$ cat src/rtl/hazard_pkg.sv
// Shared definitions for the hazard scoreboard: op classes, forwarding select codes,
// MUL/DIV stall FSM state encoding and a small helper function.
// Optional perf counters in the top are enabled with the HAZARD_PERF_CNT_EN macro.
package hazard_pkg;

    typedef enum logic [2:0] {
        OP_NONE   = 3'd0,
        OP_ALU    = 3'd1,
        OP_LOAD   = 3'd2,
        OP_STORE  = 3'd3,
        OP_MULDIV = 3'd4
    } optype_e;

    localparam logic [1:0] FWD_RF       = 2'b00;
    localparam logic [1:0] FWD_EX       = 2'b01;
    localparam logic [1:0] FWD_MEM_ALU  = 2'b10;
    localparam logic [1:0] FWD_MEM_LOAD = 2'b11;

    typedef enum logic {
        MD_IDLE = 1'b0,
        MD_BUSY = 1'b1
    } mdState_e;

    // Op classes that write a destination register and can therefore be a hazard source.
    function automatic logic writesReg(input optype_e op);
        return (op == OP_ALU) || (op == OP_LOAD) || (op == OP_MULDIV);
    endfunction

endpackage

$ cat src/rtl/muldiv_stall_fsm.sv
// Multi-cycle MUL/DIV stall FSM. A start pulse (MUL/DIV entering EX) moves it to BUSY
// for MULDIV_LAT-1 cycles; with MULDIV_LAT=1 it never leaves IDLE.
module muldiv_stall_fsm
    import hazard_pkg::*;
#(
    parameter int MULDIV_LAT = 4
) (
    input  logic clk,
    input  logic rst_n,
    input  logic start_i,
    output logic busy_o
);

    localparam int CW = (MULDIV_LAT > 2) ? $clog2(MULDIV_LAT - 1) : 1;
    localparam logic [CW-1:0] LOAD_VAL = CW'((MULDIV_LAT > 1) ? (MULDIV_LAT - 2) : 0);
    localparam logic MULTI_CYCLE = (MULDIV_LAT > 1);

    mdState_e        state_q;
    logic [CW-1:0]   cnt_q;

    // State and latency counter: load LAT-2 on start, leave BUSY once the counter has reached zero.
    always_ff @(posedge clk or negedge rst_n) begin
        if (!rst_n) begin
            state_q <= MD_IDLE;
            cnt_q   <= '0;
        end else begin
            case (state_q)
                MD_IDLE: begin
                    if (start_i && MULTI_CYCLE) begin
                        state_q <= MD_BUSY;
                        cnt_q   <= LOAD_VAL;
                    end
                end
                MD_BUSY: begin
                    if (cnt_q == '0) begin
                        state_q <= MD_IDLE;
                    end else begin
                        cnt_q <= cnt_q - CW'(1);
                    end
                end
                default: state_q <= MD_IDLE;
            endcase
        end
    end

    assign busy_o = (state_q == MD_BUSY);

endmodule

$ cat src/rtl/hazard_scoreboard.sv
// Hazard scoreboard for the 5-stage core: tracks op class and rd of the EX and MEM
// instructions, produces rs1/rs2 forwarding selects, load->store data forwarding,
// load-use and MUL/DIV stalls, branch flush and stage enables.
// Define HAZARD_PERF_CNT_EN to build the saturating perf counters; otherwise the
// perf ports are tied to zero.
module hazard_scoreboard
    import hazard_pkg::*;
#(
    parameter int REG_AW     = 5,
    parameter int MULDIV_LAT = 4,
    parameter int CNT_W      = 32
) (
    input  logic              clk,
    input  logic              rst_n,
    input  logic [2:0]        optype_id,
    input  logic [REG_AW-1:0] rs1_id,
    input  logic [REG_AW-1:0] rs2_id,
    input  logic              rs1_use,
    input  logic              rs2_use,
    input  logic [REG_AW-1:0] rd_id,
    input  logic              branch_id,
    output logic              pc_en,
    output logic              fd_en,
    output logic              de_en,
    output logic              em_en,
    output logic              mw_en,
    output logic              fd_flush,
    output logic              de_flush,
    output logic              em_flush,
    output logic [1:0]        fwd_a,
    output logic [1:0]        fwd_b,
    output logic              fwd_ls,
    output logic              muldiv_busy,
    output logic [CNT_W-1:0]  perf_load_stall,
    output logic [CNT_W-1:0]  perf_muldiv_stall,
    output logic [CNT_W-1:0]  perf_flush
);

    optype_e           exOp_q, exOp_d, memOp_q, memOp_d;
    logic [REG_AW-1:0] exRd_q, exRd_d, exRs2_q, exRs2_d, memRd_q, memRd_d;

    optype_e idOp;
    logic    busy, loadUse, mdStart;
    logic    rs1Ex, rs2Ex, rs1Mem, rs2Mem;

    // A source operand depends on a stage when it is read, names that stage's non-x0 rd,
    // and the stage holds a register-writing op.
    function automatic logic srcMatch(input logic rdUsed, input logic [REG_AW-1:0] rs,
                                      input optype_e op, input logic [REG_AW-1:0] rd);
        return rdUsed && (rs == rd) && (rd != '0) && writesReg(op);
    endfunction

    // Nearest ready producer wins; a load still in EX has no data yet and cannot forward.
    function automatic logic [1:0] fwdSel(input logic exHit, input logic memHit,
                                          input optype_e exOp, input optype_e memOp);
        if (exHit && (exOp != OP_LOAD))        return FWD_EX;
        else if (memHit && (memOp != OP_LOAD)) return FWD_MEM_ALU;
        else if (memHit)                       return FWD_MEM_LOAD;
        else                                   return FWD_RF;
    endfunction

    assign idOp   = optype_e'(optype_id);
    assign rs1Ex  = srcMatch(rs1_use, rs1_id, exOp_q, exRd_q);
    assign rs2Ex  = srcMatch(rs2_use, rs2_id, exOp_q, exRd_q);
    assign rs1Mem = srcMatch(rs1_use, rs1_id, memOp_q, memRd_q);
    assign rs2Mem = srcMatch(rs2_use, rs2_id, memOp_q, memRd_q);

    assign fwd_a  = fwdSel(rs1Ex, rs1Mem, exOp_q, memOp_q);
    assign fwd_b  = fwdSel(rs2Ex, rs2Mem, exOp_q, memOp_q);
    assign fwd_ls = (exOp_q == OP_STORE) && (memOp_q == OP_LOAD) &&
                    (exRs2_q == memRd_q) && (memRd_q != '0);

    // A store's rs2 is only needed in MEM, so it is served by fwd_ls instead of stalling.
    assign loadUse = !busy && (exOp_q == OP_LOAD) &&
                     (rs1Ex || (rs2Ex && (idOp != OP_STORE)));

    assign pc_en       = !(busy || loadUse);
    assign fd_en       = !(busy || loadUse);
    assign de_en       = !busy;
    assign em_en       = 1'b1;
    assign mw_en       = 1'b1;
    assign fd_flush    = branch_id && !busy && !loadUse;
    assign de_flush    = loadUse;
    assign em_flush    = busy;
    assign muldiv_busy = busy;

    assign mdStart = de_en && !de_flush && (idOp == OP_MULDIV);

    muldiv_stall_fsm #(
        .MULDIV_LAT(MULDIV_LAT)
    ) uMuldivFsm (
        .clk    (clk),
        .rst_n  (rst_n),
        .start_i(mdStart),
        .busy_o (busy)
    );

    // Next contents of the EX and MEM tracking slots: EX holds while stalled, bubbles on flush.
    always_comb begin
        exOp_d  = exOp_q;
        exRd_d  = exRd_q;
        exRs2_d = exRs2_q;
        if (de_en) begin
            if (de_flush) begin
                exOp_d  = OP_NONE;
                exRd_d  = '0;
                exRs2_d = '0;
            end else begin
                exOp_d  = idOp;
                exRd_d  = rd_id;
                exRs2_d = rs2_id;
            end
        end
        memOp_d = em_flush ? OP_NONE : exOp_q;
        memRd_d = em_flush ? '0 : exRd_q;
    end

    // Tracking slot registers.
    always_ff @(posedge clk or negedge rst_n) begin
        if (!rst_n) begin
            exOp_q  <= OP_NONE;
            exRd_q  <= '0;
            exRs2_q <= '0;
            memOp_q <= OP_NONE;
            memRd_q <= '0;
        end else begin
            exOp_q  <= exOp_d;
            exRd_q  <= exRd_d;
            exRs2_q <= exRs2_d;
            memOp_q <= memOp_d;
            memRd_q <= memRd_d;
        end
    end

`ifdef HAZARD_PERF_CNT_EN
    logic [CNT_W-1:0] perfLs_q, perfMd_q, perfFl_q;

    function automatic logic [CNT_W-1:0] satInc(input logic [CNT_W-1:0] v, input logic inc);
        return (inc && (v != '1)) ? (v + CNT_W'(1)) : v;
    endfunction

    // Saturating event counters for load-use stalls, MUL/DIV busy cycles and branch flushes.
    always_ff @(posedge clk or negedge rst_n) begin
        if (!rst_n) begin
            perfLs_q <= '0;
            perfMd_q <= '0;
            perfFl_q <= '0;
        end else begin
            perfLs_q <= satInc(perfLs_q, loadUse);
            perfMd_q <= satInc(perfMd_q, busy);
            perfFl_q <= satInc(perfFl_q, fd_flush);
        end
    end

    assign perf_load_stall   = perfLs_q;
    assign perf_muldiv_stall = perfMd_q;
    assign perf_flush        = perfFl_q;
`else
    assign perf_load_stall   = '0;
    assign perf_muldiv_stall = '0;
    assign perf_flush        = '0;
`endif

endmodule

$ cat config.mk
export PLATFORM = sky130hd
export DESIGN_NAME = hazard_scoreboard
export DESIGN_NICKNAME = d
export VERILOG_FILES = /design/src/rtl/hazard_pkg.sv /design/src/rtl/muldiv_stall_fsm.sv /design/src/rtl/hazard_scoreboard.sv
export SDC_FILE = /design/constraint.sdc
export NUM_CORES = 1
export LEC_CHECK = 0
export CORE_MARGIN = 8
export CORE_UTILIZATION = 60
export DETAILED_ROUTE_END_ITERATION = 10
export DONT_BUFFER_PORTS = 1
export PLACE_DENSITY_LB_ADDON = 0.12
export SYNTH_ARGS = -nofsm -noshare
export SYNTH_HDL_FRONTEND = slang
export SYNTH_SLANG_ARGS = --single-unit
$ cat constraint.sdc
create_clock -name clk -period 2.6 [get_ports clk]
set_input_delay 0.39 -clock clk [delete_from_list [all_inputs] [get_ports clk]]
set_output_delay 0.39 -clock clk [all_outputs]
set_load 0.05 [all_outputs]
Word-level counts from Yosys, hierarchy flattened
Index checks and enable logic that the tools add are counted.
{ "totals": {"regBits": 24, "out_inout_bits": 110, "wordCells": 83} }
{ "op_classes": {"addsub": 1, "eq_ne": 18, "mux": 17, "bitwise_logic": 1, "reduce_logical": 39} }
{ "ops": {"columns": ["cell", "count"], "rows": [
  ["1-bit logical AND", 26],
  ["5-bit == test", 5],
  ["2-bit 2-to-1 mux", 8],
  ["5-bit 2-to-1 mux", 3],
  ["5-bit nonzero test", 2],
  ["3-bit by 2-bit == test with 1-bit output (second input constant)", 3],
  ["3-bit == test (second input constant)", 3],
  ["3-bit by 2-bit != test with 1-bit output (second input constant)", 3],
  ["3-bit by 1-bit == test with 1-bit output (second input constant)", 2],
  ["1-bit logical OR", 6],
  ["3-bit 2-to-1 mux", 2],
  ["2-bit != test (second input constant)", 2],
  ["2-bit case mux with 2 select lines", 1],
  ["1-bit zero test", 3],
  ["2-bit zero test", 1],
  ["1-bit 2-to-1 mux", 2],
  ["1-bit case mux with 2 select lines", 1],
  ["2-bit AND reduction", 1],
  ["2-bit by 1-bit subtractor with 2-bit output (second input constant)", 1],
  ["1-bit NOT", 1]
]} }

Depth between registers and ports, before layout
Gate-level depths: netlist of run 1.
{ "logic_depth": {"word_depth": 12, "depth_mapped": 7, "mapped_depth_nobuf": 6} }

Cells and area by module
Synthesis of run 1 repeated with hierarchy kept, for this count alone.
{ "unflattened": {"hier_cells": 253, "hier_area_um2": 2129.5} }
{ "modules_own_cells": {"columns": ["module", "n_inst", "cells_per_inst", "area_per_inst_um2"], "rows": [
  ["hazard_scoreboard", 1, 241, 1989.4],
  ["muldiv_stall_fsm", 1, 12, 140.1]
]} }

Worst setup path before layout of run 1
No wires, ideal clock.
{ "synth_path": {"path_type": "register -> output", "from": "register exRd_q[1]", "to": "output port pc_en", "arrival_time_ps": 2439, "required_ps": 2210, "slack_ps": -229, "path_stages_with_launch": 8, "path_cell_list": "dfrtp_1 or4_1 nor2_2 nor3b_1 a21boi_4 buf_6 nor2_1 buf_4"} }
{ "synth_between": {"elab_chain_cells": 9, "elab_cells_between_ends": 14} }
{ "synth_lines": {"columns": ["element", "line", "text"], "rows": [
  ["from (decl)", "hazard_scoreboard.sv:40", "logic [REG_AW-1:0] exRd_q, exRd_d, exRs2_q, exRs2_d, memRd_q, memRd_d;"],
  ["from (signal assigned)", "hazard_scoreboard.sv:128", "exRd_q <= exRd_d;"],
  ["5-bit == test", "hazard_scoreboard.sv:50", "return rdUsed && (rs == rd) && (rd != '0) && writesReg(op);"],
  ["1-bit logical AND (3 in series)", "hazard_scoreboard.sv:50", null],
  ["1-bit logical AND", "hazard_scoreboard.sv:75", "(rs1Ex || (rs2Ex && (idOp != OP_STORE)));"],
  ["1-bit logical OR (*)", "hazard_scoreboard.sv:75", null],
  ["1-bit logical AND (*)", "hazard_scoreboard.sv:74", "assign loadUse = !busy && (exOp_q == OP_LOAD) &&"],
  ["1-bit logical OR (*)", null, null],
  ["1-bit zero test (*)", null, null],
  ["to (decl)", "hazard_scoreboard.sv:22", "output logic pc_en,"]
]} }
Mark *: on every way between the ends. The rest lies on a longest branch, timed or not.

Worst setup path in the final report of run 1
{ "layout_path": {"from": "register exRd_q[1]", "to": "output port fd_flush"} }
{ "layout_between": {"elab_chain_cells": 9, "elab_cells_between_ends": 14} }
{ "layout_lines": {"columns": ["element", "line", "text"], "rows": [
  ["5-bit == test", "hazard_scoreboard.sv:50", null],
  ["1-bit logical AND (3 in series)", "hazard_scoreboard.sv:50", null],
  ["1-bit logical AND", "hazard_scoreboard.sv:75", null],
  ["1-bit logical OR (*)", "hazard_scoreboard.sv:75", null],
  ["1-bit logical AND (*)", "hazard_scoreboard.sv:74", null],
  ["1-bit zero test (*)", "hazard_scoreboard.sv:82", "assign fd_flush = branch_id && !busy && !loadUse;"],
  ["1-bit logical AND (*)", "hazard_scoreboard.sv:82", null],
  ["to (decl)", "hazard_scoreboard.sv:27", "output logic fd_flush,"]
]} }
Marked as above.

==> results of run 1 <==
[stage by stage]
stage	TNS, ns	hold slack (ns)	instance area, um^2	instances	util
floorplan	0	0.0944	2550	349	-
global placement	0	0.0950	1940	304	0.541
detailed placement	0	0.0952	1940	304	0.541
CTS	0	0.185	2000	311	0.558
global route	-0.0226	0.185	2040	314	0.571
finish	0	0.190	2040	314	0.571
[cells by family (layout without fill, tap and decap cells)]
group | Yosys count | after routing | share of synthesized area
other | 2 | 98 | 0.00345
AND/OR/NAND/NOR | 68 | 68 | 0.158
XOR/XNOR | 27 | 27 | 0.108
adder cells (fa/ha/maj) | 1 | 1 | 0.00574
multiplexers | 2 | 2 | 0.00976
AO/OA/AOI/OAI | 21 | 22 | 0.0775
flip-flops | 24 | 24 | 0.276
buffers and inverters | 108 | 24 | 0.362
[state kept, by name, indices dropped and copies added (netlist names)]
name / count
memOp_q: 3
exRd_q: 5
memRd_q: 5
uMuldivFsm.cnt_q: 2
exRs2_q: 5
exOp_q: 3
uMuldivFsm.busy_o: 1
[per-layer routing]
layer / part of all wire / routed length (um) / vias up
li1: - / - / 641
met4: 0.018 / 80 / 0
met3: 0.13 / 576 / 7
met5: 0 / 0 / -
met2: 0.48 / 2160 / 89
met1: 0.37 / 1670 / 641
[timing repair]
action,CTS,global route
setup buffers,1,3
hold endpoints to repair,24,0
hold buffers,1,0
pin swaps,1,5
resized for setup,1,5
setup endpoints to repair,1,4
gates cloned,1,0
[area by class of cell]
type	instances	area [um^2]	share of cell area
Multi-Input combinational cell	218	1200	0.587
Timing Repair Buffer	17	143	0.0698
Inverter	3	11.3	0.00551
Tap cell	48	60.1	0.0294
Clock buffer	4	26.3	0.0129
Sequential cell	24	603	0.295
[worst max path at each step]
stage,endpoint,cells after the start,startpoint,slack [ns]
6_report,fd_flush,6,exRd_q[1],0.09
5_1_grt,de_flush,6,exRd_q[4],-0.02
4_1_cts,de_flush,6,exRd_q[0],0.01
3_5_place_dp,de_flush,6,exRd_q[0],0.34
3_3_place_gp,de_flush,6,exRd_q[0],0.37
2_1_floorplan,pc_en,7,exRd_q[1],0.05
[cells in the final DEF, fill, tap and decap left out, drive strengths merged, types with 2 or more instances in the layout]
master | synthesis | layout
nor2 | 12 | 12
nand4 | 3 | 3
nand2 | 26 | 26
nor3 | 2 | 2
nand3 | 2 | 2
nor4 | 5 | 5
conb | 2 | 98
nand2b | 3 | 3
a21boi | 1 | 2
buf | 101 | 16
o21ai | 12 | 12
a31oi | 2 | 2
or4 | 2 | 2
xor2 | 21 | 21
nor2b | 9 | 9
xnor2 | 6 | 6
dfrtp | 24 | 24
nor3b | 2 | 2
inv | 3 | 3
clkbuf | 4 | 4
o22ai | 2 | 2
[power by group through the flow]
stage / registers (mW) / logic (mW) / clock network, mW
final: 0.753 / 1.32 / 0.172
after global routing: 0.785 / 1.42 / 0.193
after CTS: 0.753 / 1.27 / 0.177
after detailed placement: 0.761 / 1.25 / 0
after global placement: 0.755 / 1.25 / 0
after floorplan: 0.737 / 1.20 / 0
==> key figures, run 1 <==
Layout
  – Nets: between 200 and 300
  – Layout fillers: around 360
  – Ant diodes: 0
  – Layout cells sized above 1: 0.154
  – Synth-to-Final Area Change: -6.26%

GRT
  – GRT Total Usage: 0.147
  – Total gr overflow: 0
  – Largest net degree at the start of global routing: 27
  – Vias in the first global route: ~1.5k
  – GR peak layer: met2
  – Met3 GRT Util: 0.0719
  – M2 GR Usage: 0.249
  – Met1 GRT Util: 0.155
  – First-pass GRT wire length: 7170 um
  – Initial antenna violation count: 0

Setup path
  – Startpoint Class: flop
  – Crit Path Class: reg -> out
  – Element type at the critical path end: output pin
  – CP Data Arrival Time: between 2 and 2.5 ns
  – CP required: about 2.2 ns
  – Cell family with most CP delay: simple AND/OR/NAND/NOR gates
  – Crit path buffers/inverters: 1
  – CP dominant cell by count: nor3b_2
  – CP max-delay cell: or4_1
  – Worst Reg-to-Reg Cells: 7
  – Slowest stage delay, CP: ~0.54 ns
  – Reg-to-reg endpoint: exOp_q[2]
  – R2R Setup Slk: 0.62 ns
  – CP Cell Sequence: or4_1 -> nor2_2 -> nor3b_2 -> a21boi_4 -> nor3b_2 -> buf_4
  – Crit-path max FO: 5
  – Reg-to-reg startpoint: exRd_q[1]

Drt
  – DRT Pass-1 Iters: 4
  – Routed Antenna Nets: 0
  – Drt drc: 0
  – DRT iter0 DRCs: 61
  – Via count: approximately 1.4k
  – Drt via density: 4.39
  – WL per Instance: ~14 um
  – Total Routed Length: 4480 um

Clock tree
  – CTS max path bufs: 2
  – TritonCTS buffer count: 3
  – Clock sinks: 24
  – CTS root buf: clkbuf_4
  – # H-tree levels: 1
  – Worst-skew pair later-pin latency: slightly above 0.3 ns
  – CTS tree: yes
  – Clock slew at reported path FFs: roughly 0.13 ns

Logic synthesis
  – Count leader, synth: buf_4
  – Syn Std Cell Area: 2180 um^2
  – Commonest cells in the netlist: buf_4, nand2_1, dfrtp_1
  – Seq/Total Area, Yosys: 0.276
  – Synth area leaders: buf_4, dfrtp_1, xor2_1
  – Post-Syn Instances: ~250
  – Synth async-reset ratio: 1.00
  – Yosys warnings: 0
  – Synth unique cells: 35
  – Mean post-synth cell area: approximately 8.6 um^2
  – Main synth FF type: dfrtp_1
  – Synth Register Bits: 24
  – Post-synth top area share: 0.344
  – Post-synth EDFFs: 0
  – Yosys top cell by area: buf_4

Timing
  – Final WS setup: slightly above 0.09 ns
  – Slew HR: 0.258
  – Worst slew pin tran: between 1 and 1.5 ns
  – Final Cycle Share: 0.965
  – Max Slew Vio Count: 0
  – Tmin final: 2.51 ns
  – Fin. Hold Viols: 0
  – Clock skew: around 0.0045 ns
  – # setup viols final: 0
  – Fmax: 399 MHz

Floorplan
  – Core area: between 3000 and 4000 um^2
  – Die footprint: approximately 5800 um^2
  – Die Span Y: about 76 um
  – Die Width: between 70 and 80 um
  – Initial Utilization: 0.609
  – Row count: 22
  – I/O pins: 133

Hold path
  – WHS Path Cells: 2
  – Hold EP: exRs2_q[2]
  – Min-delay worst type: in -> reg
  – Hold_sp: rs2_id[2]

Power and ir drop
  – Tot Pwr: 2.24 mW
  – Comb power frac: 0.587
  – Share of power burned in the clock network: 0.077
  – Int Power: 1.02 mW
  – Peak supply drop: 0.483 mV
  – PD cells: 1100 nW/um^2
  – Leak pwr: roughly 1.0 nW
  – Switching Fraction: 0.546
  – NetSw: approximately 1.2 mW
  – Sequential Power Share: 0.336

Placed design
  – DP HPWL: roughly 3600 um
  – Gpl congestion: around 0.85
  – Port buffer count: 0
  – DP Worst Slack: between 0.3 and 0.4 ns

Run status
  – Status: finished clean

Job
  – Max_cap viols: 0
Note: power is estimated with default switching activity, not from simulation.
==> run 2, diff against run 1 <==
==> constraint.sdc (replaced) <==
create_clock -name clk -period 3.2 [get_ports clk]
set_input_delay 0.48 -clock clk [delete_from_list [all_inputs] [get_ports clk]]
set_output_delay 0.48 -clock clk [all_outputs]
set_load 0.05 [all_outputs]
==> run 2 against run 1 <==
  * Sequential power is 15% lower
  * Clock skew grew 0.0073 ns
  * Hold slack better by 0.087 ns
  * Non-clock buffer count is 5 lower
  * Critical path depth fell by 1
  * Power fell by 20%
  * Count of clock-buffer cells in the layout unchanged
  * Global-route usage rose by 0.36 points
  * Critical path type unchanged
==> key figures, run 2 (synthesized netlist as in run 1, its figures left out) <==
Timing
  – Worst slew pin tran: 0.570 ns (was 1.11 ns)
  – Tmin final: 2.96 ns
  – # setup viols final: 0 (unchanged)
  – Final TNS setup: 0 ns (unchanged)
  – Final Cycle Share: 0.926
  – Fin. Hold Viols: 0 (unchanged)
  – RSZ-0062 raised after global routing: no
  – Fmax: 338 MHz
  – Max Slew Vio Count: 0 (unchanged)
  – Clock skew: 0.0118 ns (was 0.00455 ns)
  – Slew HR: 0.619 (was 0.258)

Clock tree
  – Worst-skew pair later-pin latency: 0.31 ns (about the same)
  – CTS max path bufs: 2 (unchanged)
  – # H-tree levels: 1 (unchanged)
  – Cts hold-fix bufs: 2 (was 1)
  – TritonCTS buffer count: 3 (unchanged)
  – CTS root buf: clkbuf_4 (unchanged)
  – Clock sinks: 24 (unchanged)
  – CTS tree: yes (unchanged)
  – Cts repair resizes: 0 (was 1)
  – Setup Fix Bufs, Post-CTS: 0 (was 1)
  – Clock slew at reported path FFs: 0.14 ns (was 0.13 ns)

Floorplan
  – Row count: 22 (unchanged)
  – Initial Utilization: 0.609 (unchanged)
  – Die Span Y: 76.3 um (unchanged)
  – Die Width: 76.3 um (unchanged)
  – Die footprint: 5820 um^2 (unchanged)
  – Core area: 3580 um^2 (unchanged)
  – I/O pins: 133 (unchanged)

Layout
  – Nets: 285 (was 291)
  – Storage element area: 602 um^2 (was 603 um^2)
  – Ant diodes: 0 (unchanged)
  – Layout cells sized above 1: 0.119 (was 0.154)
  – Multi-input logic area: 1160 um^2 (was 1200 um^2)
  – Largest registers: exRd_q: 5 flops, exRs2_q: 5 flops, memRd_q: 5 flops (unchanged)
  – Layout fillers: 399 (was 356)
  – Most common cell after layout, fill and taps aside: conb_1 (unchanged)
  – Most frequent cells in the layout: conb_1, nand2_1, dfrtp_1 (unchanged)
  – Final Util: 0.552 (was 0.571)
  – Synth-to-Final Area Change: -9.41% (was -6.26%)

GRT
  – Initial antenna violation count: 0 (unchanged)
  – First-pass GRT wire length: 7410 um (was 7170 um)
  – Total gr overflow: 0 (unchanged)
  – GRT Total Usage: 0.151 (was 0.147)
  – Vias in the first global route: 1434 (was 1482)
  – Largest net degree at the start of global routing: 25 (was 27)

Placed design
  – Gpl congestion: 0.827 (was 0.848)
  – Port buffer count: 0 (unchanged)
  – DP HPWL: 3740 um (was 3610 um)

Setup path
  – Crit-path max FO: 11 (was 5)
  – Startpoint Class: flop (unchanged)
  – CP required: 2.72 ns (was 2.21 ns)
  – Crit Path Class: reg -> out (unchanged)
  – Element type at the critical path end: output pin (unchanged)
  – CP Data Arrival Time: 2.48 ns (was 2.12 ns)

Drt
  – Via count: 1322 (was 1378)
  – Total Routed Length: 4460 um (was 4480 um)
  – Drt drc: 0 (unchanged)
  – DRT Pass-1 Iters: 4 (unchanged)
  – Drt via density: 4.29 (was 4.39)
  – Routed Antenna Nets: 0 (unchanged)
  – WL per Instance: 14.5 um (was 14.3 um)
  – DRT iter0 DRCs: 47 (was 61)

Power and ir drop
  – Peak supply drop: 0.498 mV (was 0.483 mV)
  – PD cells: 912 nW/um^2 (was 1100 nW/um^2)
  – Leak pwr: 1.03 nW (was 1.05 nW)

Run status
  – Status: finished clean (unchanged)

Job
  – Max_cap viols: 0 (unchanged)

Hold path
  – Min-delay worst type: in -> reg (unchanged)
==> run 2: routing by layer <==
metal	vias to the layer above	GRT usage	wire length [um]
met1	607	0.169	1740
met2	81	0.246	2140
met3	2	0.0767	565
met4	0	0.0423	18
met5	-	0	0
li1	632	-	-
==> run 2: power breakdown <==
| group | switching [mW] | internal (mW) |
|---|---|---|
| sequential | 0.195 | 0.448 |
| combinational | 0.693 | 0.304 |
| clock | 0.0908 | 0.0695 |
==> run 2: final timing paths <==
path / startpoint / end / slack (ns) / cells past startpoint
worst max-delay path: exRd_q[0] / de_flush / 0.24 / 5
worst min-delay path: rs2_id[3] / exRs2_q[3] / 0.28 / 2
worst max register to register: exRd_q[0] / exOp_q[2] / 1.07 / 6
worst min register to register: exRs2_q[4] / exRs2_q[4] / 0.52 / 2
max in group asynchronous: rst_n / uMuldivFsm.busy_o / 2.44 / 2
min in group asynchronous: rst_n / exRd_q[1] / 0.59 / 2
==> run 2: area by class of cell <==
cell class,count,area share
flip-flops and latches,24,0.305
repair buffers,12,0.0532
multi-input cells,217,0.587
well taps,48,0.0304
inverters,3,0.00570
clock buffers,4,0.0184
==> run 2: worst max-delay path: stages (launching register included) <==
cell and delay (ns):
dfrtp_1 0.49, xor2_1 0.21, nor4_2 0.38, o2111ai_2 0.22, a21boi_4 0.36, and2_1 0.50
==> run 2: through the flow <==
stage	setup slack (ns)	total power, mW	hold slack [ns]	area, um^2	instances
2_1_floorplan	0.281	1.57	0.184	2540	349
3_3_place_gp	0.640	1.62	0.185	1910	302
3_5_place_dp	0.625	1.63	0.185	1910	302
4_1_cts	0.204	1.81	0.260	1970	308
5_1_grt	0.0283	1.95	0.259	1970	308
6_report	0.237	1.80	0.277	1970	308
==> run 3, diff against run 2 <==
==> constraint.sdc (replaced) <==
create_clock -name clk -period 3.12 [get_ports clk]
set_input_delay 0.468 -clock clk [delete_from_list [all_inputs] [get_ports clk]]
set_output_delay 0.468 -clock clk [all_outputs]
set_load 0.05 [all_outputs]
==> run 3 against run 2 <==
  * Clock power is 13% lower
  * Via count is 0.15% higher
  * Routed wire length is 0.65% higher
  * Design area is 1.5% lower
  * Critical endpoint unchanged
  * Combinational power hardly changed
  * Die area stayed put
  * Hold slack worse by 0.0055 ns
  * Final cell count is 0.32% lower
  * Highest routed layer unchanged
  * Sequential share of layout area is 0.47 points higher
  * Power is 1.2% higher
  * Critical path type unchanged
  * Setup slack worse by 0.072 ns
  * Register-to-register slack worse by 0.06 ns
==> key figures, run 3 (synthesized netlist as in run 1, its figures left out) <==
Run status
  – Status: finished clean (unchanged)

Floorplan
  – I/O pins: 133 (unchanged)
  – Row count: 22 (unchanged)
  – Initial Utilization: 0.609 (unchanged)
  – Die Width: 76.3 um (unchanged)
  – Die footprint: 5820 um^2 (unchanged)
  – Die Span Y: 76.3 um (unchanged)
  – Core area: 3580 um^2 (unchanged)

Clock tree
  – CTS max path bufs: 2 (unchanged)
  – # H-tree levels: 1 (unchanged)
  – TritonCTS buffer count: 3 (unchanged)
  – CTS root buf: clkbuf_4 (unchanged)
  – Setup Fix Bufs, Post-CTS: 0 (unchanged)
  – Cts repair resizes: 0 (unchanged)
  – Clock sinks: 24 (unchanged)
  – CTS tree: yes (unchanged)
  – Cts hold-fix bufs: 1 (was 2)
  – Worst-skew pair later-pin latency: 0.31 ns (about the same)
  – Clock slew at reported path FFs: 0.13 ns (was 0.14 ns)

Drt
  – DRT Pass-1 Iters: 4 (unchanged)
  – DRT iter0 DRCs: 38 (was 47)
  – Routed Antenna Nets: 0 (unchanged)
  – Via count: 1324 (was 1322)
  – Drt via density: 4.31 (was 4.29)
  – WL per Instance: 14.6 um (was 14.5 um)
  – Drt drc: 0 (unchanged)
  – Total Routed Length: 4490 um (was 4460 um)

Power and ir drop
  – Comb power frac: 0.547 (was 0.554)
  – Switching Fraction: 0.551 (was 0.544)
  – NetSw: 1.00 mW (was 979 uW)
  – Int Power: 818 uW (was 822 uW)
  – PD cells: 938 nW/um^2 (was 912 nW/um^2)
  – Sequential Power Share: 0.376 (was 0.357)
  – Leak pwr: 1.01 nW (was 1.03 nW)
  – Share of power burned in the clock network: 0.077 (was 0.089)
  – Peak supply drop: 0.447 mV (was 0.498 mV)

Timing
  – Clock skew: 0.00386 ns (was 0.0118 ns)
  – Fin. Hold Viols: 0 (unchanged)
  – Slew HR: 0.277 (was 0.619)
  – Worst slew pin tran: 1.08 ns (was 0.570 ns)
  – # setup viols final: 0 (unchanged)
  – RSZ-0062 raised after global routing: no (unchanged)
  – Max Slew Vio Count: 0 (unchanged)
  – Final Cycle Share: 0.947
  – Final TNS setup: 0 ns (unchanged)
  – Tmin final: ~3.0 ns
  – Fmax: about 340 MHz

Setup path
  – Crit Path Class: reg -> out (unchanged)
  – CP Cell Sequence: or4_1 -> nor2_2 -> nor3b_1 -> a21boi_4 -> and2_1 (was xor2_1 -> nor4_2 -> o2111ai_2 -> a21boi_4 -> and2_1)
  – Slowest stage delay, CP: 0.52 ns (was 0.50 ns)
  – CP required: 2.65 ns (was 2.72 ns)
  – Startpoint Class: flop (unchanged)
  – CP Data Arrival Time: 2.49 ns (was 2.48 ns)
  – Cell family with most CP delay: simple AND/OR/NAND/NOR gates (unchanged)
  – CP max-delay cell: nor3b_1 (was and2_1)
  – Crit-path max FO: 12 (was 11)
  – Crit path buffers/inverters: 0 (unchanged)
  – Element type at the critical path end: output pin (unchanged)

Layout
  – Largest registers: exRd_q: 5 flops, exRs2_q: 5 flops, memRd_q: 5 flops (unchanged)
  – Final Util: 0.543 (was 0.552)
  – Most common cell after layout, fill and taps aside: conb_1 (unchanged)
  – Nets: 284 (was 285)
  – Synth-to-Final Area Change: -10.8% (was -9.41%)
  – Ant diodes: 0 (unchanged)
  – Most frequent cells in the layout: conb_1, nand2_1, dfrtp_1 (unchanged)
  – Layout cells sized above 1: 0.112 (was 0.119)

GRT
  – Vias in the first global route: 1384 (was 1434)
  – Total gr overflow: 0 (unchanged)
  – Initial antenna violation count: 0 (unchanged)
  – Largest net degree at the start of global routing: 28 (was 25)
  – First-pass GRT wire length: 7300 um (was 7410 um)
  – GRT Total Usage: 0.148 (was 0.151)

Hold path
  – Min-delay worst type: in -> reg (unchanged)

Placed design
  – Gpl congestion: 0.830 (was 0.827)
  – DP HPWL: 3750 um (was 3740 um)
  – Port buffer count: 0 (unchanged)

Job
  – Max_cap viols: 0 (unchanged)
run 3: changes by cell type in the layout (fill, tap and decap cells not counted):
cell / change
clkbuf_1: +1
clkbuf_8: -1
buf_12: -1
run 3: power by group through the flow:
stage | Clock (mW) | Combinational, mW | Sequential [mW]
after global routing | 0.157 | 1.08 | 0.718
after detailed placement | 0 | 0.986 | 0.692
final | 0.140 | 0.997 | 0.686
after floorplan | 0 | 0.993 | 0.614
after global placement | 0 | 0.984 | 0.683
after CTS | 0.146 | 0.996 | 0.684
run 3: routing by layer:
layer  vias up  global-route usage  part of all wire
li1        627                   -                 -
met1       612               0.178              0.40
met2        81               0.234              0.47
met3         4              0.0708              0.12
met4         0              0.0308            0.0060
met5         -                   0                 0
run 3: stage by stage:
| step | hold slack [ns] | setup slack [ns] | total power, mW | cells | area (um^2) |
|---|---|---|---|---|---|
| 5_1_grt | 0.255 | 0.00235 | 1.96 | 307 | 1940 |
| 4_1_cts | 0.256 | 0.167 | 1.83 | 307 | 1940 |
| 2_1_floorplan | 0.172 | 0.213 | 1.61 | 349 | 2540 |
| 3_3_place_gp | 0.173 | 0.507 | 1.67 | 302 | 1910 |
| 6_report | 0.271 | 0.166 | 1.82 | 307 | 1940 |
| 3_5_place_dp | 0.173 | 0.538 | 1.68 | 302 | 1910 |
run 3: cell type report:
class / count / area, um^2
inverters: 3 / 11.3
multi-input cells: 217 / 1160
flip-flops and latches: 24 / 602
clock buffers: 4 / 26.3
fillers: 357 / 1630
well taps: 48 / 60.1
repair buffers: 11 / 85.1
run 3: path summary, 6_finish.rpt:
check / start / to / slack (ns) / cells past startpoint
worst min register to register: exRs2_q[4] / exRs2_q[4] / 0.52 / 2
worst max register to register: exRd_q[4] / exOp_q[2] / 1.01 / 6
max in group asynchronous: rst_n / uMuldivFsm.busy_o / 1.61 / 1
min in group asynchronous: rst_n / exRs2_q[4] / 0.80 / 1
worst max-delay path: exRd_q[4] / de_flush / 0.17 / 5
worst min-delay path: rs2_id[2] / exRs2_q[2] / 0.27 / 2
run 3: worst reg2reg max path, cell delays in order, from the launching register on:
cell and delay, ns:
dfrtp_1 0.49, or4_1 0.16, nor2_2 0.04, nor3b_1 0.52
a21boi_4 0.47, buf_4 0.24, o21ai_0 0.10
==> patch (config.mk and constraints of run 2) <==
`REG_AW`: 5 -> 6.
--- a/src/rtl/hazard_scoreboard.sv
+++ b/src/rtl/hazard_scoreboard.sv
@@ -7,5 +7,5 @@
     import hazard_pkg::*;
 #(
-    parameter int REG_AW     = 5,
+    parameter int REG_AW     = 6,
     parameter int MULDIV_LAT = 4,
     parameter int CNT_W      = 32
Ports: changed (resized rd_id, rs1_id and rs2_id); port bits go from 133 to 136. The function was not compared with the original's and may differ.
==> patch against run 2 <==
Wire length rose by 8.9%. Cell count rose by 6.5%. Register-to-register slack improved by 0.14 ns. Worst setup slack improved by 0.23 ns. Sequential power rose by 9.2%. Maximum frequency rose by 8.5%. Synthesized area rose by 8.4%. Final area rose by 8.4%. Sequential cell count rose by 3. Power rose by 11%.
==> patch: results (changes against run 2) <==
Route
  • Routed met2 length: 2330 µm (+9.2%)
  • WL per Instance: 14.8 µm (+2.2%)
  • Via density: 4.41 (+2.6%)
  • WL met3: 574 µm (+1.6%)
  • Post-route met1 wirelength: 1900 µm (+9.5%)
  • Detailed Route Iter0 Violations: 61 (+30%)

STA
  • Final Skew: 0.00169 ns (-0.0101 ns)
  • Measured slew at the worst slew-check pin: 0.554 ns (-0.0164 ns)

Hold path
  • Worst min path class: input pin to async pin

Finish
  • Net count, final: 306 (+7.4%)
  • Proportion of layout cells with a drive suffix above 1: 10.4% (-1.5 points)
  • Leading registers by flop count: exRd_q (6), exRs2_q (6), memRd_q (6)
  • Final instance count without filler cells: 328 (+6.5%)

Global routing
  • Via count of the first global-routing pass: 1378 (-3.9%)
  • Wire length of the first global-routing pass: 7270 µm (-2.0%)
  • Largest net degree at the start of global routing: 29 (+16%)
  • Tot GR Track Use: 14.7% (-0.40 points)

Logic synthesis
  • Number of standard cells after synthesis: 275 (+8.7%)
  • Warnings from Yosys: 0 (unchanged)
  • Xor-xnor portion of the synthesized cell area: 12.2% (+1.4 points)
  • Leading post-synthesis cells by cell area: sky130_fd_sc_hd__buf_4 (32%), sky130_fd_sc_hd__dfrtp_1 (29%), sky130_fd_sc_hd__xnor2_1 (8.5%)
  • Arithmetic-cell share of the synthesized area counting full adders, half adders and majority gates: 0.529% (-0.045 points)
  • Share of synthesized area spent on multiplexers: 0% (-0.98 points)
  • Share of the yosys chip area belonging to registers: 28.6% (+1.0 points)
  • Distinct cells, synth: 38 (+8.6%)
  • Commonest cells in the synthesized netlist: sky130_fd_sc_hd__buf_4 (100), sky130_fd_sc_hd__nand2_1 (36), sky130_fd_sc_hd__dfrtp_1 (27), sky130_fd_sc_hd__xnor2_1 (23)
  • Synth Flop Type: sky130_fd_sc_hd__dfrtp_1
  • Compound-gate portion of the synthesized area: 8.47% (+0.72 points)

Clock network
  • Skew-Pair Late Insertion Delay: 0.28 ns (-0.03 ns)
  • Root Buffer: sky130_fd_sc_hd__clkbuf_8

Worst setup path
  • Peak per-stage delay on the critical path: 0.54 ns (+0.04 ns)
  • Maximum fanout encountered on the critical timing path: 5 (-6)
  • Crit path arrival time: 2.25 ns (-0.23 ns)
  • Worst-path cell with the longest stage delay: sky130_fd_sc_hd__nor4_2

Placed design
  • Half-perimeter wire length after placement: 3930 µm (+5.3%)
  • Cell count after placement: 323 (+7.0%)
  • Global placer's final weighted congestion: 0.807 (-2.5%)

Outcome
  • Result of the run: completed

Power
  • Worst vdd ir: 0.554 mV (+11%)
  • Internal power of the cells: 932 µW (+13%)
  • Static Leakage: 1.05 nW (+2.1%)
## patch: cell types whose count changed in the layout (fill, tap and decap cells not counted), moves of 3 or more
cell and delta:
sky130_fd_sc_hd__xor2_1 -11, sky130_fd_sc_hd__nand2_1 +10, sky130_fd_sc_hd__xnor2_1 +17, sky130_fd_sc_hd__dfrtp_1 +3
sky130_fd_sc_hd__o21ai_0 +3, sky130_fd_sc_hd__clkbuf_4 -3
## patch: kinds of logic after synthesis
family | Yosys count
buffers and inverters | 111
and+or+nand+nor | 74
AOI/OAI and AO/OA | 27
DFF | 27
adders and majority gates | 1
xor gates and xnor gates | 33
other | 2
## patch: critical path, delay by kind of cell, from the launching register on
family / cells / cell delay [ns]
AOI/OAI and AO/OA: 1 / 0.31
xor gates and xnor gates: 1 / 0.19
DFF: 1 / 0.48
and+or+nand+nor: 2 / 0.98
## patch: power by group through the flow
stage	Clock, mW	Sequential [mW]	Combinational, mW
3_3_place_gp	0	0.709	1.07
3_5_place_dp	0	0.710	1.08
6_report	0.202	0.702	1.09
5_1_grt	0.216	0.723	1.19
4_1_cts	0.204	0.701	1.09
2_1_floorplan	0	0.673	1.04
## patch: final timing paths
path / startpoint / endpoint / slack [ns] / depth (start not counted)
max: exRd_q[1] / fd_flush / 0.47 / 4
min: rst_n / uMuldivFsm.busy_o / 0.004 / 1
max reg2reg: exRd_q[1] / exRs2_q[4] / 1.21 / 5
min reg2reg: exRs2_q[1] / exRs2_q[1] / 0.51 / 2
max in group asynchronous: rst_n / uMuldivFsm.busy_o / 3.03 / 1
min in group clk: rs2_id[1] / exRs2_q[1] / 0.32 / 2
## patch: cell type report
cell class              count  area [µm²]
fillers                   389        1750
multi-input cells         233        1250
flip-flops and latches     27         677
repair buffers              9        80.1
well taps                  50        62.6
clock buffers               3        41.3
inverters                   5        18.8
clock inverters             1        5.00
## patch: metal layers
| metal | GRT usage, % | vias to the layer above |
|---|---|---|
| li1 | - | 694 |
| met3 | 5.87 | 5 |
| met1 | 18.1 | 674 |
| met2 | 23.4 | 72 |
| met5 | 0 | - |
| met4 | 3.89 | 0 |
## patch: what timing repair did
| action | 4_1_cts | 5_1_grt |
|---|---|---|
| setup buffers | 0 | 0 |
| hold endpoints to repair | 27 | 0 |
| resized for setup | 0 | 0 |
| hold buffers | 1 | 0 |
## patch: per-stage QoR
| stage | util, % | hold WS [ns] | setup WS [ns] | cell area [µm²] |
|---|---|---|---|---|
| floorplan | - | 0.184 | 0.219 | 2720 |
| global placement | 53.4 | 0.185 | 0.801 | 2070 |
| detailed placement | 53.4 | 0.185 | 0.817 | 2070 |
| CTS | 55.1 | 0.00883 | 0.495 | 2140 |
| global route | 55.1 | 0.00685 | 0.269 | 2140 |
| finish | 55.1 | 0.00381 | 0.470 | 2140 |
